## src/rtl/spi_slave_pkg.sv

```systemverilog
// Shared definitions for the SPI mode-0 slave: FSM encodings and default word width.
// The encodings match those used by the SPI master on the same bus.
package spi_slave_pkg;

  localparam int SPI_DATA_W = 8;

  typedef enum logic [1:0] {
    ST_IDLE  = 2'd0,
    ST_LOAD  = 2'd1,
    ST_SHIFT = 2'd2
  } spi_state_e;

  // Word handed to the TX shifter on a load: the buffered word, or zeros when empty.
  function automatic logic [SPI_DATA_W-1:0] pick_load_word(input logic full,
                                                           input logic [SPI_DATA_W-1:0] word);
    pick_load_word = full ? word : {SPI_DATA_W{1'b0}};
  endfunction

endpackage

```

## src/rtl/spi_slave_if.sv

```systemverilog
// Pin-side and stream-side signals of the SPI slave, with modports for the slave
// (design) and master (surrounding logic / bench) views.
interface spi_slave_if #(
  parameter int DATA_W = 8
);
  logic              sclk;
  logic              cs_n;
  logic              mosi;
  logic              miso;
  logic              miso_oe;
  logic [DATA_W-1:0] rx_data;
  logic              rx_valid;
  logic              rx_ready;
  logic              rx_overrun;
  logic [DATA_W-1:0] tx_data;
  logic              tx_valid;
  logic              tx_ready;
  logic              tx_underrun;
  logic              busy;

  modport slave (
    input  sclk, cs_n, mosi, rx_ready, tx_data, tx_valid,
    output miso, miso_oe, rx_data, rx_valid, rx_overrun, tx_ready, tx_underrun, busy
  );

  modport master (
    output sclk, cs_n, mosi, rx_ready, tx_data, tx_valid,
    input  miso, miso_oe, rx_data, rx_valid, rx_overrun, tx_ready, tx_underrun, busy
  );
endinterface

```

## src/rtl/spi_slave_pin_sync.sv

```systemverilog
// Synchronises the asynchronous SPI pins into the clk domain and detects sclk edges.
// cs_n resets to the deselected level so a reset never looks like a select.
module spi_slave_pin_sync #(
  parameter int SYNC_STAGES = 2
) (
  input  logic clk,
  input  logic rst,
  input  logic sclk_i,
  input  logic cs_n_i,
  input  logic mosi_i,
  output logic cs_s_o,
  output logic mosi_s_o,
  output logic rise_o,
  output logic fall_o
);

  logic [SYNC_STAGES-1:0] sclk_q;
  logic [SYNC_STAGES-1:0] cs_q;
  logic [SYNC_STAGES-1:0] mosi_q;
  logic                   sclk_dly_q;
  logic                   sclk_s;

  always_ff @(posedge clk) begin
    if (!rst) begin
      sclk_q     <= {SYNC_STAGES{1'b0}};
      cs_q       <= {SYNC_STAGES{1'b1}};
      mosi_q     <= {SYNC_STAGES{1'b0}};
      sclk_dly_q <= 1'b0;
    end else begin
      sclk_q     <= {sclk_q[SYNC_STAGES-2:0], sclk_i};
      cs_q       <= {cs_q[SYNC_STAGES-2:0], cs_n_i};
      mosi_q     <= {mosi_q[SYNC_STAGES-2:0], mosi_i};
      sclk_dly_q <= sclk_s;
    end
  end

  assign sclk_s   = sclk_q[SYNC_STAGES-1];
  assign cs_s_o   = cs_q[SYNC_STAGES-1];
  assign mosi_s_o = mosi_q[SYNC_STAGES-1];
  assign rise_o   = sclk_s & ~sclk_dly_q;
  assign fall_o   = ~sclk_s & sclk_dly_q;

endmodule

```

## src/rtl/spi_slave.sv

```systemverilog
// SPI mode-0 slave, MSB first: deserialises mosi into a valid/ready RX stream and
// serialises a one-entry TX buffer onto miso, all in the system clock domain.
module spi_slave
  import spi_slave_pkg::*;
#(
  parameter int DATA_W      = SPI_DATA_W,
  parameter int SYNC_STAGES = 2
) (
  input logic      clk,
  input logic      rst,
  spi_slave_if.slave bus
);

  localparam int                CNT_W    = (DATA_W > 2) ? $clog2(DATA_W) : 1;
  localparam logic [CNT_W-1:0] LAST_BIT = CNT_W'(DATA_W - 1);

  logic cs_s, mosi_s, rise_s, fall_s;

  spi_slave_pin_sync #(
    .SYNC_STAGES (SYNC_STAGES)
  ) u_pin_sync (
    .clk      (clk),
    .rst      (rst),
    .sclk_i   (bus.sclk),
    .cs_n_i   (bus.cs_n),
    .mosi_i   (bus.mosi),
    .cs_s_o   (cs_s),
    .mosi_s_o (mosi_s),
    .rise_o   (rise_s),
    .fall_o   (fall_s)
  );

  spi_state_e        state_q;
  logic [CNT_W-1:0]  bit_cnt_q;
  logic [DATA_W-1:0] rx_shift_q;
  logic [DATA_W-1:0] tx_shift_q;
  logic [DATA_W-1:0] rx_data_q;
  logic              rx_valid_q;
  logic              rx_overrun_q;
  logic [DATA_W-1:0] buf_q;
  logic              buf_full_q;
  logic              buf_full_d;
  logic              tx_underrun_q;
  logic              miso_q;
  logic              miso_oe_q;
  logic              busy_q;

  logic              reload_s;
  logic              rx_done_s;
  logic              tx_wr_s;
  logic [DATA_W-1:0] load_word_s;

  // A reload happens on entry to a word: the LOAD state or a falling edge at a word boundary.
  always_comb begin
    load_word_s = pick_load_word(buf_full_q, buf_q);
    tx_wr_s     = bus.tx_valid & ~buf_full_q;
    if (state_q == ST_LOAD) begin
      reload_s = 1'b1;
    end else if (state_q == ST_SHIFT) begin
      reload_s = ~cs_s & fall_s & (bit_cnt_q == {CNT_W{1'b0}});
    end else begin
      reload_s = 1'b0;
    end
    if (state_q == ST_SHIFT) begin
      rx_done_s = ~cs_s & rise_s & (bit_cnt_q == LAST_BIT);
    end else begin
      rx_done_s = 1'b0;
    end
    // A write needs an empty buffer and a reload of a full one empties it, so they never collide.
    buf_full_d = tx_wr_s | (buf_full_q & ~reload_s);
  end

  always_ff @(posedge clk) begin
    if (!rst) begin
      state_q    <= ST_IDLE;
      bit_cnt_q  <= {CNT_W{1'b0}};
      rx_shift_q <= {DATA_W{1'b0}};
      tx_shift_q <= {DATA_W{1'b0}};
      miso_q     <= 1'b0;
      miso_oe_q  <= 1'b0;
    end else begin
      case (state_q)
        ST_IDLE: begin
          miso_q    <= 1'b0;
          miso_oe_q <= 1'b0;
          bit_cnt_q <= {CNT_W{1'b0}};
          if (!cs_s) begin
            state_q <= ST_LOAD;
          end
        end
        ST_LOAD: begin
          tx_shift_q <= load_word_s;
          miso_q     <= load_word_s[DATA_W-1];
          miso_oe_q  <= 1'b1;
          bit_cnt_q  <= {CNT_W{1'b0}};
          state_q    <= ST_SHIFT;
        end
        ST_SHIFT: begin
          if (cs_s) begin
            // Deselect wins over any edge seen in the same cycle; the partial word is dropped.
            state_q   <= ST_IDLE;
            bit_cnt_q <= {CNT_W{1'b0}};
            miso_q    <= 1'b0;
            miso_oe_q <= 1'b0;
          end else if (rise_s) begin
            rx_shift_q <= {rx_shift_q[DATA_W-2:0], mosi_s};
            bit_cnt_q  <= (bit_cnt_q == LAST_BIT) ? {CNT_W{1'b0}} : bit_cnt_q + CNT_W'(1);
          end else if (fall_s) begin
            if (bit_cnt_q == {CNT_W{1'b0}}) begin
              tx_shift_q <= load_word_s;
              miso_q     <= load_word_s[DATA_W-1];
            end else begin
              tx_shift_q <= {tx_shift_q[DATA_W-2:0], 1'b0};
              miso_q     <= tx_shift_q[DATA_W-2];
            end
          end
        end
        default: begin
          state_q   <= ST_IDLE;
          miso_q    <= 1'b0;
          miso_oe_q <= 1'b0;
        end
      endcase
    end
  end

  // RX holding register: a completing word always wins over a same-cycle accept.
  always_ff @(posedge clk) begin
    if (!rst) begin
      rx_data_q    <= {DATA_W{1'b0}};
      rx_valid_q   <= 1'b0;
      rx_overrun_q <= 1'b0;
    end else begin
      rx_overrun_q <= 1'b0;
      if (rx_done_s) begin
        rx_data_q    <= {rx_shift_q[DATA_W-2:0], mosi_s};
        rx_valid_q   <= 1'b1;
        rx_overrun_q <= rx_valid_q & ~bus.rx_ready;
      end else if (rx_valid_q && bus.rx_ready) begin
        rx_valid_q <= 1'b0;
      end
    end
  end

  always_ff @(posedge clk) begin
    if (!rst) begin
      buf_q         <= {DATA_W{1'b0}};
      buf_full_q    <= 1'b0;
      tx_underrun_q <= 1'b0;
      busy_q        <= 1'b0;
    end else begin
      if (tx_wr_s) begin
        buf_q <= bus.tx_data;
      end
      buf_full_q    <= buf_full_d;
      tx_underrun_q <= reload_s & ~buf_full_q;
      busy_q        <= ~cs_s;
    end
  end

  assign bus.miso        = miso_q;
  assign bus.miso_oe     = miso_oe_q;
  assign bus.rx_data     = rx_data_q;
  assign bus.rx_valid    = rx_valid_q;
  assign bus.rx_overrun  = rx_overrun_q;
  assign bus.tx_ready    = ~buf_full_q;
  assign bus.tx_underrun = tx_underrun_q;
  assign bus.busy        = busy_q;

endmodule

```

## src/flat_wrapper.sv

```systemverilog
// flat-port wrapper written by rule: the top's interface ports become plain ports
module spi_slave_flat import spi_slave_pkg::*;
#(
  parameter int DATA_W      = SPI_DATA_W,
  parameter int SYNC_STAGES = 2
)
  (clk, rst, bus_sclk, bus_cs_n, bus_mosi, bus_rx_ready, bus_tx_data, bus_tx_valid, bus_miso, bus_miso_oe, bus_rx_data, bus_rx_valid, bus_rx_overrun, bus_tx_ready, bus_tx_underrun, bus_busy);
  spi_slave_if #(.DATA_W(DATA_W)) bus_i ();
  input logic clk;
  input logic rst;
  input wire logic [$bits(bus_i.sclk)-1:0] bus_sclk;
  input wire logic [$bits(bus_i.cs_n)-1:0] bus_cs_n;
  input wire logic [$bits(bus_i.mosi)-1:0] bus_mosi;
  input wire logic [$bits(bus_i.rx_ready)-1:0] bus_rx_ready;
  input wire logic [$bits(bus_i.tx_data)-1:0] bus_tx_data;
  input wire logic [$bits(bus_i.tx_valid)-1:0] bus_tx_valid;
  output wire logic [$bits(bus_i.miso)-1:0] bus_miso;
  output wire logic [$bits(bus_i.miso_oe)-1:0] bus_miso_oe;
  output wire logic [$bits(bus_i.rx_data)-1:0] bus_rx_data;
  output wire logic [$bits(bus_i.rx_valid)-1:0] bus_rx_valid;
  output wire logic [$bits(bus_i.rx_overrun)-1:0] bus_rx_overrun;
  output wire logic [$bits(bus_i.tx_ready)-1:0] bus_tx_ready;
  output wire logic [$bits(bus_i.tx_underrun)-1:0] bus_tx_underrun;
  output wire logic [$bits(bus_i.busy)-1:0] bus_busy;
  assign bus_i.sclk = bus_sclk;
  assign bus_i.cs_n = bus_cs_n;
  assign bus_i.mosi = bus_mosi;
  assign bus_i.rx_ready = bus_rx_ready;
  assign bus_i.tx_data = bus_tx_data;
  assign bus_i.tx_valid = bus_tx_valid;
  assign bus_miso = bus_i.miso;
  assign bus_miso_oe = bus_i.miso_oe;
  assign bus_rx_data = bus_i.rx_data;
  assign bus_rx_valid = bus_i.rx_valid;
  assign bus_rx_overrun = bus_i.rx_overrun;
  assign bus_tx_ready = bus_i.tx_ready;
  assign bus_tx_underrun = bus_i.tx_underrun;
  assign bus_busy = bus_i.busy;
  spi_slave #(.DATA_W(DATA_W), .SYNC_STAGES(SYNC_STAGES)) u_core (.clk(clk), .rst(rst), .bus(bus_i));
endmodule
```

## config.mk

```make
export PLATFORM = sky130hd
export DESIGN_NAME = spi_slave_flat
export DESIGN_NICKNAME = d
export VERILOG_FILES = /design/src/rtl/spi_slave_pkg.sv /design/src/rtl/spi_slave_if.sv /design/src/rtl/spi_slave_pin_sync.sv /design/src/rtl/spi_slave.sv /design/src/flat_wrapper.sv
export SDC_FILE = /design/constraint.sdc
export NUM_CORES = 1
export LEC_CHECK = 0
export BUFFER_PORTS_ARGS = -buffer_cell sky130_fd_sc_hd__buf_2
export CAP_MARGIN = 15
export CORE_AREA = 2 2 60 62
export CTS_BUF_LIST = sky130_fd_sc_hd__clkbuf_4
export DETAILED_ROUTE_END_ITERATION = 8
export DIE_AREA = 0 0 62 64
export PLACE_DENSITY = 0.79
export SYNTH_ARGS = -nofsm -noshare
export SYNTH_HDL_FRONTEND = slang
export SYNTH_SLANG_ARGS = --single-unit
```

## constraint.sdc

```tcl
create_clock -name clk -period 4.6 [get_ports clk]
set_input_delay 1.15 -clock clk [delete_from_list [all_inputs] [get_ports clk]]
set_output_delay 1.15 -clock clk [all_outputs]
set_load 0.02 [all_outputs]
```

==> summary.txt <==
H-Tree Depth -> 2
DRC -> 0
synth-to-layout area growth -> 10.4%
Die W -> 62 µm
first-pass GRT wire length -> 5960 µm
PD cells -> 388 nW/µm²
IO buf count -> 29
Ports -> 30
clk buf depth -> 2
die height -> 64 µm
WL per Instance -> 11.9 µm
placer congestion estimate -> 0.747
syn nets -> 233
Core Rows -> 21
detailed placer's ending HPWL -> 2410 µm
CP Max Fanout -> 7
CP Launch Type -> flip-flop
fillcell total -> 304
Congestion Overflow GR -> 0
initial antenna violation count -> 0
CP endpoint kind -> output port
crit path kind -> reg -> out
Core ar. -> 3280 µm²
largest net degree at the start of global routing -> 35
hold buffer count at CTS -> 0
DRT Wirelength -> 3360 µm
final core occ -> 64.5%
layout cell share with drive strength beyond 1 -> 17.4%
Final Max Slew Viols -> 0
Setup Fix Bufs, Post-CTS -> 0
Total Die Area -> 3970 µm²
Gate Count Post-Synth -> 210
final net count -> 259
Via density -> 5.26
status -> completed
TritonCTS clock tree -> built
slew margin rel. -> 42.9%
clock slew at reported path FFs -> 120 ps
via count -> 1484
gr usage total -> 20.2%
required time of the critical path -> 3450 ps
synthesized area -> 1920 µm²
design area -> 2120 µm²
drt pass-1 iters -> 4
Skew-Pair Late Insertion Delay -> 350 ps
Yosys reg bits -> 49
Num CTS Buffers -> 5
worst IR drop on VDD -> 0.000272 V
endpoints failing hold -> 0
Yosys warning count -> 0
initial core utilization -> 58.4%
Min-Delay Path Class -> reg -> reg
Worst Path Arrival -> 1140 ps
number of distinct library cells after synthesis -> 34
final worst-path cycle share -> 49.9%
setup TNS -> 0 ps
unrepaired setup endpoints after global routing -> false
DP Area -> 2070 µm²
register area -> 981 µm²
Setup Viol. Count Final -> 0
sequential area share after synthesis -> 51.1%
ant diodes -> 0
Post-Syn Area per Cell -> 9.14 µm²
Leakage -> 0.844 nW
multi-input logic area -> 860 µm²
clock skew -> 6.82 ps
maximum clock frequency -> 0.436 GHz
vias in the first global route -> 1430
Final min period -> 2290 ps
maxcap violations -> 0
drt initial violations -> 86
clk sink count -> 49
Tightest Pin Transition -> 852 ps
post_cts resized -> 0
final antenna-violating net count -> 0
Clock Root Buffer -> clkbuf_4
registers in the layout, indices dropped and copies added (netlist names), 2 cells and up:
signal                    cells
u_core.u_pin_sync.mosi_q      2
u_core.bus.rx_data            8
u_core.u_pin_sync.cs_q        2
u_core.u_pin_sync.sclk_q      2
u_core.tx_shift_q             7
u_core.state_q                2
u_core.rx_shift_q             7
u_core.buf_q                  8
u_core.bit_cnt_q              3
routing by layer:
metal | vias up | GRT usage [%] | wire (µm)
met5 | - | 0 | 0
met2 | 21 | 32.6 | 1650
li1 | 774 | - | -
met3 | 5 | 7.29 | 104
met1 | 684 | 24.5 | 1560
met4 | 0 | 6.38 | 49
worst max-delay path, stage by stage (launching register included):
cell	delay, ps
dfxtp_1	490
inv_1	120
buf_2	180
synthesized netlist by cell type:
| master | number | area [µm²] |
|---|---|---|
| dfxtp_1 | 49 | 981 |
| nand2_1 | 31 | 116 |
| a21oi_1 | 28 | 140 |
| nor2_1 | 13 | 48.8 |
| nand3_1 | 10 | 50.1 |
| mux2i_1 | 9 | 90.1 |
| ha_1 | 8 | 100 |
| a22oi_1 | 7 | 52.6 |
| nand2b_1 | 7 | 43.8 |
| o21ai_0 | 7 | 35.0 |
| clkbuf_1 | 6 | 22.5 |
| inv_1 | 6 | 22.5 |
| and2_1 | 5 | 31.3 |
| nor3_1 | 3 | 15.0 |
| buf_4 | 2 | 15.0 |
| a21bo_2 | 1 | 10.0 |
| a21o_1 | 1 | 7.51 |
| a31oi_1 | 1 | 6.26 |
| and2_2 | 1 | 7.51 |
| and3_1 | 1 | 6.26 |
| and4b_1 | 1 | 10.0 |
| and4bb_2 | 1 | 12.5 |
| buf_1 | 1 | 3.75 |
| buf_6 | 1 | 11.3 |
| clkinv_1 | 1 | 3.75 |
| nand2_2 | 1 | 6.26 |
| nand3b_1 | 1 | 7.51 |
| nand4_1 | 1 | 6.26 |
| nor2b_1 | 1 | 6.26 |
| nor2b_4 | 1 | 13.8 |
| o211ai_1 | 1 | 7.51 |
| o22ai_2 | 1 | 12.5 |
| o31a_1 | 1 | 8.76 |
| or4_1 | 1 | 7.51 |
cells in the final DEF (no fill, tap or decap):
cell,instances
a21bo_2,1
a21o_1,1
a21oi_1,28
a22oi_1,7
a31oi_1,1
and2_1,5
and2_2,1
and3_1,1
and4b_1,1
and4bb_2,1
buf_2,29
clkbuf_4,6
clkinv_1,2
dfxtp_1,49
ha_1,8
inv_1,6
mux2i_1,9
nand2_1,31
nand2_2,1
nand2b_1,7
nand3_1,10
nand3b_1,1
nand4_1,1
nor2_1,13
nor2b_1,1
nor2b_4,1
nor3_1,3
o211ai_1,1
o21ai_0,7
o22ai_2,1
o31a_1,1
or4_1,1
worst paths after layout:
path / start / to / slack, ps / cells past startpoint
setup reg to reg: u_core.state_q[0]$_SDFFE_PN0P_ / u_core.bus.rx_data[1]$_SDFFE_PN0P_ / 2790 / 6
setup / recovery: u_core.buf_full_q$_SDFF_PN0_ / bus_tx_ready / 2310 / 2
hold / removal: u_core.u_pin_sync.cs_q[0]$_SDFF_PN1_ / u_core.u_pin_sync.cs_q[1]$_SDFF_PN1_ / 410 / 1
hold reg to reg: u_core.u_pin_sync.cs_q[0]$_SDFF_PN1_ / u_core.u_pin_sync.cs_q[1]$_SDFF_PN1_ / 410 / 1
logic make-up after synthesis:
kind of cell / share of synthesized area (%)
flops: 51.1
fa+ha+maj: 5.22
simple gates: 20.3
compound gates: 14.6
mux: 4.69
buf+inv: 4.11
layout make-up:
| cell class | instances | share of cell area (%) |
|---|---|---|
| clock buffers | 6 | 2.13 |
| flip-flops and latches | 49 | 46.3 |
| clock inverters | 1 | 0.177 |
| repair buffers | 29 | 6.85 |
| well taps | 46 | 2.72 |
| multi-input cells | 144 | 40.6 |
| inverters | 7 | 1.24 |
report_power, final:
| group | switching (mW) | internal, mW | total, mW |
|---|---|---|---|
| clock network | 0.119 | 0.0616 | 0.180 |
| logic | 0.0883 | 0.0633 | 0.152 |
| registers | 0.0250 | 0.465 | 0.490 |
per-stage QoR:
step / setup WS, ps / std cells / hold slack (ps) / power [mW]
2_1_floorplan: 2860 / 210 / 386 / 0.617
3_3_place_gp: 1980 / 275 / 391 / 0.645
3_5_place_dp: 1970 / 275 / 392 / 0.652
4_1_cts: 2310 / 282 / 421 / 0.831
5_1_grt: 2180 / 282 / 482 / 0.884
6_report: 2310 / 282 / 415 / 0.822
(Power assumes the default switching activity.)
